### config.mk
export PLATFORM = sky130hd
export DESIGN_NAME = spi_dac_master_mc
export DESIGN_NICKNAME = d
export VERILOG_FILES = /design/src/rtl/spi_dac_master_mc.sv
export SDC_FILE = /design/constraint.sdc
export NUM_CORES = 1
export LEC_CHECK = 0
export BUFFER_PORTS_ARGS = -buffer_cell sky130_fd_sc_hd__buf_2
export CORE_UTILIZATION = 35
export CTS_CLUSTER_SIZE = 30
export DETAILED_ROUTE_END_ITERATION = 10
export GPL_ROUTABILITY_DRIVEN = 0
export GPL_TIMING_DRIVEN = 0
export PLACE_DENSITY = 0.65
export SLEW_MARGIN = 0
export SYNTH_ARGS = -nofsm -noshare
export SYNTH_HDL_FRONTEND = slang
export SYNTH_SLANG_ARGS = --single-unit
### constraint.sdc
create_clock -name aclk -period 2.7 [get_ports aclk]
set_input_delay 0.405 -clock aclk [delete_from_list [all_inputs] [get_ports aclk]]
set_output_delay 0.405 -clock aclk [all_outputs]
set_load 0.01 [all_outputs]
### src/rtl/spi_dac_master_mc.sv
// Multi-channel SPI master for AD5791-class DACs with LDAC / CLR pulse generation.
// Define SPI_DAC_READBACK_EN to sample SDO and return it on the m_axis port.
module spi_dac_master_mc #(
    parameter int DATA_W   = 24,
    parameter int CLK_DIV  = 1,
    parameter int CPOL     = 1,
    parameter int N_CS     = 2,
    parameter int LDAC_W   = 2,
    parameter int SYNC_GAP = 2,
    localparam int CSW     = (N_CS > 1) ? $clog2(N_CS) : 1
) (
    input  logic              aclk,
    input  logic              aresetn,
    input  logic [DATA_W-1:0] s_axis_tdata,
    input  logic [CSW-1:0]    s_axis_tuser,
    input  logic              s_axis_tlast,
    input  logic              s_axis_tvalid,
    output logic              s_axis_tready,
    input  logic              clr_req,
    input  logic              miso,
    output logic [DATA_W-1:0] m_axis_tdata,
    output logic [CSW-1:0]    m_axis_tuser,
    output logic              m_axis_tvalid,
    input  logic              m_axis_tready,
    output logic              sclk,
    output logic              sdin,
    output logic [N_CS-1:0]   sync_n,
    output logic              ldac_n,
    output logic              clr_n,
    output logic              busy
);

    localparam logic [2:0] S_IDLE  = 3'd0;
    localparam logic [2:0] S_DROP  = 3'd1;
    localparam logic [2:0] S_LEAD  = 3'd2;
    localparam logic [2:0] S_SHIFT = 3'd3;
    localparam logic [2:0] S_TRAIL = 3'd4;
    localparam logic [2:0] S_LDAC  = 3'd5;
    localparam logic [2:0] S_GAP   = 3'd6;
    localparam logic [2:0] S_CLR   = 3'd7;
    localparam int   BW       = $clog2(DATA_W) + 1;
    localparam logic IDLE_LVL = 1'(CPOL);

    logic [2:0]        state;
    logic [15:0]       cnt;
    logic [BW-1:0]     bit_cnt;
    logic              armed;
    logic [DATA_W-1:0] tx;
    logic [CSW-1:0]    ch;
    logic              last;
    logic              hs, tick, ch_ok, samp_edge, adv, trail_done, rb_block, bits_done;

    assign hs         = s_axis_tvalid && s_axis_tready;
    assign tick       = (cnt == 16'(CLK_DIV));
    assign ch_ok      = (32'(s_axis_tuser) < N_CS);
    assign bits_done  = (bit_cnt == BW'(DATA_W));
    // The first edge out of LEAD is already a sampling edge.
    assign samp_edge  = (state == S_LEAD && tick) ||
                        (state == S_SHIFT && tick && sclk == IDLE_LVL && !bits_done);
    assign adv        = state == S_SHIFT && tick && sclk != IDLE_LVL && !bits_done;
    assign trail_done = (state == S_TRAIL) && tick;

    assign s_axis_tready = armed && (state == S_IDLE) && !clr_req && !rb_block;
    assign busy          = (state != S_IDLE);
    assign m_axis_tuser  = ch;

    always_ff @(posedge aclk or negedge aresetn) begin
        if (!aresetn) begin
            state   <= S_IDLE;
            cnt     <= '0;
            bit_cnt <= '0;
            armed   <= 1'b0;
            sclk    <= IDLE_LVL;
            sdin    <= 1'b0;
            sync_n  <= '1;
            ldac_n  <= 1'b1;
            clr_n   <= 1'b1;
        end else begin
            armed <= 1'b1;
            case (state)
                S_IDLE: begin
                    cnt <= '0;
                    if (armed && clr_req) begin
                        state <= S_CLR;
                        clr_n <= 1'b0;
                    end else if (hs) begin
                        if (ch_ok) begin
                            state  <= S_LEAD;
                            sync_n <= ~(N_CS'(1) << s_axis_tuser);
                            sdin   <= s_axis_tdata[DATA_W-1];
                        end else begin
                            state <= S_DROP;
                        end
                    end
                end
                S_DROP: state <= S_IDLE;
                S_LEAD: begin
                    if (tick) begin
                        cnt     <= '0;
                        sclk    <= ~IDLE_LVL;
                        bit_cnt <= BW'(1);
                        state   <= S_SHIFT;
                    end else begin
                        cnt <= cnt + 16'd1;
                    end
                end
                S_SHIFT: begin
                    if (tick) begin
                        cnt <= '0;
                        if (sclk != IDLE_LVL) begin
                            sclk <= IDLE_LVL;
                            if (adv) sdin <= tx[DATA_W-2];
                        end else if (bits_done) begin
                            state <= S_TRAIL;
                        end else begin
                            sclk    <= ~IDLE_LVL;
                            bit_cnt <= bit_cnt + BW'(1);
                        end
                    end else begin
                        cnt <= cnt + 16'd1;
                    end
                end
                S_TRAIL: begin
                    if (trail_done) begin
                        cnt    <= '0;
                        sync_n <= '1;
                        sdin   <= 1'b0;
                        ldac_n <= ~last;
                        state  <= last ? S_LDAC : S_GAP;
                    end else begin
                        cnt <= cnt + 16'd1;
                    end
                end
                S_LDAC: begin
                    if (cnt == 16'(LDAC_W - 1)) begin
                        cnt    <= '0;
                        ldac_n <= 1'b1;
                        state  <= S_GAP;
                    end else begin
                        cnt <= cnt + 16'd1;
                    end
                end
                S_CLR: begin
                    if (cnt == 16'(LDAC_W - 1)) begin
                        cnt   <= '0;
                        clr_n <= 1'b1;
                        state <= S_GAP;
                    end else begin
                        cnt <= cnt + 16'd1;
                    end
                end
                S_GAP: begin
                    if (cnt == 16'(SYNC_GAP - 1)) begin
                        cnt   <= '0;
                        state <= S_IDLE;
                    end else begin
                        cnt <= cnt + 16'd1;
                    end
                end
                default: state <= S_IDLE;
            endcase
        end
    end

    always_ff @(posedge aclk) begin
        if (hs) begin
            tx   <= s_axis_tdata;
            ch   <= s_axis_tuser;
            last <= s_axis_tlast;
        end else if (adv) begin
            tx <= {tx[DATA_W-2:0], 1'b0};
        end
    end

`ifdef SPI_DAC_READBACK_EN
    logic [DATA_W-1:0] rx;

    always_ff @(posedge aclk) begin
        if (samp_edge) rx <= {rx[DATA_W-2:0], miso};
    end

    // Readback word is presented as sync_n rises and held until accepted.
    always_ff @(posedge aclk or negedge aresetn) begin
        if (!aresetn) begin
            m_axis_tvalid <= 1'b0;
            m_axis_tdata  <= '0;
        end else if (trail_done) begin
            m_axis_tvalid <= 1'b1;
            m_axis_tdata  <= rx;
        end else if (m_axis_tready) begin
            m_axis_tvalid <= 1'b0;
        end
    end

    assign rb_block = m_axis_tvalid;
`else
    logic unused_rb;
    assign unused_rb     = &{1'b0, miso, m_axis_tready, samp_edge};
    assign m_axis_tvalid = 1'b0;
    assign m_axis_tdata  = '0;
    assign rb_block      = 1'b0;
`endif

endmodule

Word-level counts from Yosys, hierarchy flattened --
Cells that the tools add are included.
Word-level totals: input port bits 32, output and inout port bits 34, word-level logic and storage cells 113, bits in registers 57
Operators by class: add/subtract/negate cells 2, shift operators 1, reduce and logical (&&, ||, !) cells 28, bitwise logic cells 3, eq/ne operators 25, multiplexer cells 42
Operators by type and width (count):
- case mux 16 bit (3 select lines) | 1
- 2-to-1 mux 23 bit | 2
- 2-to-1 mux 16 bit | 2
- 2-to-1 mux 3 bit | 9
- != test 2 bit (second input constant) | 13
- 2-to-1 mux 6 bit | 4
- case mux 3 bit (7 select lines) | 1
- adder 16 x 1 -> 16 bit (second input constant) | 1
- == test 16 x 1 -> 1 bit (second input constant) | 1
- 2-to-1 mux 1 bit | 13
- == test 3 bit (second input constant) | 4
- case mux 6 bit (2 select lines) | 1
- nonzero test 2 bit | 5
- AND reduction 3 bit | 3
- nonzero test 3 bit | 3
- logical AND 1 bit | 8
- 2-to-1 mux 2 bit | 4
- AND reduction 8 bit | 1
- AND reduction 7 bit | 1
- adder 6 x 1 -> 6 bit (second input constant) | 1
- == test 3 x 2 -> 1 bit (second input constant) | 2
- == test 6 x 5 -> 1 bit (second input constant) | 1
- case mux 1 bit (2 select lines) | 3
- AND reduction 5 bit | 1
- other kinds (13) | 16

Longest topological paths before layout --
depth in word-level cells 8, gate-level depth with buffers 8, gate-level depth less buffers 7

Worst setup path after synthesis --
Ideal clock, no wire load.
kind register to register, start point reg cnt[1], end point reg tx[0] (enable), required time 2338 ps, stages on the path, launching flop included 8, data arrival time 2316 ps, setup time 362 ps, path buffers 1, period minus slack after synthesis 2679 ps, path slack 21 ps, cells stage by stage dfrtp_1 inv_1 ha_1 or4b_4 or4_1 buf_2 nor3_1 a31o_2
On the way: cells in the longest elaborated chain, start to end 5
RTL lines:
- start: declaration | RTL line 45 | logic [15:0] cnt;
- start signal: assignment | RTL line 104 | cnt <= cnt + 16'd1;
- start signal: assignment | RTL line 120 | cnt <= cnt + 16'd1;
- start signal: assignment | RTL line 131 | cnt <= cnt + 16'd1;
- == test 16 x 1 -> 1 bit | RTL line 54 | assign tick = (cnt == 16'(CLK_DIV));
- logical AND 1 bit (3 in a row) | RTL line 60 | assign adv = state == S_SHIFT && tick && sclk != IDLE_LVL && !bits_done;
- nonzero test 2 bit (no line)
- end signal: assignment | RTL line 167 | tx <= s_axis_tdata;
- end signal: assignment | RTL line 171 | tx <= {tx[DATA_W-2:0], 1'b0};
- end: declaration | RTL line 48 | logic [DATA_W-1:0] tx;
No other way between the ends. A chain may end at the register's enable or synchronous reset.

Worst setup path after layout --
start point reg cnt[1], end point reg tx[17] (enable)
Same word-level chain as after synthesis.

==> out/metrics.cfg <==
[grt]
antenna_found_initial=0
grt_max_degree=33
grt_pass1_wl_um=10900
grt_usage=0.156
grt-ovfl-total=0
grt_pass1_vias=2360

[place]
dp_hpwl_um=4640
dp.cells=514
pre_cts_ws_ps=-264
io_buffers=38
dpl_cell_area_sq_um=3530

[clock_network]
tritoncts=done
insertion_delay_ps=340
postCtsHoldBufs=0
path_clk_slew_ps=70
cts_htree_levels=3
cts_made_buffers=9
cts_root_buf=clkbuf_8
clkSinkCount=57
cts_buffer_depth=2

[setup_path]
crit_path_max_fanout=7
worst_setup_path_start_kind=register
crit_type=register to register
end_kind=register
required_ps=2760
cp.arrival_ps=2720
rrSetupSlack_ps=50

[die]
initial_core_util=0.359
core_sq_um=8680
die_w_um=96.3
dieArea_sq_um=9280
die_h_um=96.3
pin_count=66
fp-row-count=34

[run_status]
status=complete, no violations

[timing]
fin_crit_ps=2650
setup_viol=0
timing.fmax_ghz=0.377
fin_crit_sh=0.983
worst_slack_ps=45.9
worstMarginPinSlew_ps=758
hold_slack_ps=133
finClkSkew_ps=10.6
rsz0062_at_grt=yes
relSlewSlack=0.495
maxSlewViolCount=0
finalHoldViolations=0

[logic_synthesis]
synth-main-ff-cell=dfrtp_1
ys_types=53
ys_seq_area_frac=0.500
ys_warn_count=0
synthArstFlopShare=0.561
netlist_instances=344
synth_edf_count=25
syn_area_sq_um=3110
syn_avg_cell_area_sq_um=9.05
ys_ff_latch=57

[power_and_ir_drop]
p_total_uw=3030
ir_drop_mv=0.439
p_leak_uw=0.00175
cellPowerDensity_nw_per_um2=786

[routing]
drc_errors=0
wl_per_cell_um=13.0
drt_iter0_drc=153
drt_wl_total_um=6990
via_per_inst=4.99
drtAntennaViolNets=0
num_vias=2680
drtPass1Iterations=4

[job]
maxCapViolCount=0

[layout]
area_delta_synth_final_pct=23.8
antennaDiodeCount=0
nNetsFinal=460
final_area_sq_um=3850
fin_cells=537
num-fill-cells=866
drive_gt1_frac=0.240
final_common_cell=nand2_1
mostFrequentLayoutCells=nand2_1 (94), buf_2 (38), buf_4 (29)

[hold_path]
hp-class=input pin to async pin

per-layer routing:
metal / track usage / wire length [um]
met1: 0.191 / 3230
met3: 0.0569 / 469
met5: 0 / 0
met4: 0.0564 / 81
met2: 0.253 / 3210
path summary, 6_finish.rpt:
check / startpoint / to / cells after the start
min in group aclk: s_axis_tlast / last$_DFFE_PN_ / 1
max in group asynchronous: aresetn / cnt[0]$_DFFE_PN0P_ / 1
worst max-delay path: cnt[1]$_DFFE_PN0P_ / tx[17]$_DFFE_PP_ / 8
worst min register to register: tx[10]$_DFFE_PP_ / tx[11]$_DFFE_PP_ / 2
worst max register to register: cnt[1]$_DFFE_PN0P_ / tx[17]$_DFFE_PP_ / 8
worst min-delay path: aresetn / cnt[7]$_DFFE_PN0P_ / 1
state kept, by name, indices dropped and copies added (netlist names), 2 cells and up, named ones only:
name	flops
cnt	16
sync_n	2
state	2
tx	23
bit_cnt	6
timing repair:
action / CTS / global route
pin swaps: 1 / 2
gates resized for setup: 2 / 12
setup buffers: 5 / 1
cloned: 1 / 0
setup endpoints to repair: 30 / 33
cell type report:
cell class                      instances  area [sq um]  area share
Sequential cell                        57          1560       0.405
Multi-Input combinational cell        263          1400       0.364
Buffer                                 39           256      0.0666
Timing Repair Buffer                   44           243      0.0630
Clock buffer                           10           138      0.0357
Tap cell                              108           135      0.0351
Clock inverter                          6          81.3      0.0211
Inverter                               10          37.5     0.00974
stage by stage:
step | TNS (ps) | utilization
5_1_grt | -445 | 0.444
4_1_cts | 0 | 0.439
2_1_floorplan | 0 | -
6_report | 0 | 0.444
3_3_place_gp | -5520 | 0.407
3_5_place_dp | -6240 | 0.407
worst max-delay path, stage by stage (launching register included):
cell,delay [ps]
dfrtp_1,400
inv_2,90
ha_4,120
or4b_4,470
or4_4,530
buf_6,150
nor3_4,240
a31o_2,230
buf_6,140
cells in the mapped netlist (all sizes together), types with 3 or more instances:
cell | count | area share
nor2 | 15 | 0.018
a31oi | 9 | 0.018
a21oi | 12 | 0.019
dfstp | 5 | 0.042
or3 | 7 | 0.014
nand2 | 95 | 0.12
or4b | 5 | 0.017
ha | 4 | 0.016
nand4 | 3 | 0.0060
nor3 | 8 | 0.013
o21ai | 17 | 0.027
inv | 9 | 0.011
clkbuf | 8 | 0.0096
nand3 | 18 | 0.029
or4 | 3 | 0.0084
nand2b | 3 | 0.0060
buf | 31 | 0.070
edfxtp | 25 | 0.24
a211oi | 3 | 0.0072
dfrtp | 27 | 0.22
where the power goes:
part / switching (uW) / internal (uW)
registers: 136 / 1070
clock network: 344 / 538
logic: 552 / 388
total: 1030 / 2000
cells by family after synthesis:
family	share of synthesized area
compound gates	0.118
fa+ha+maj	0.0161
buf+inv	0.0920
flops	0.500
mux	0.00683
other cells	0.00241
simple gates	0.264
No activity file was read; power rests on OpenSTA's default activity.
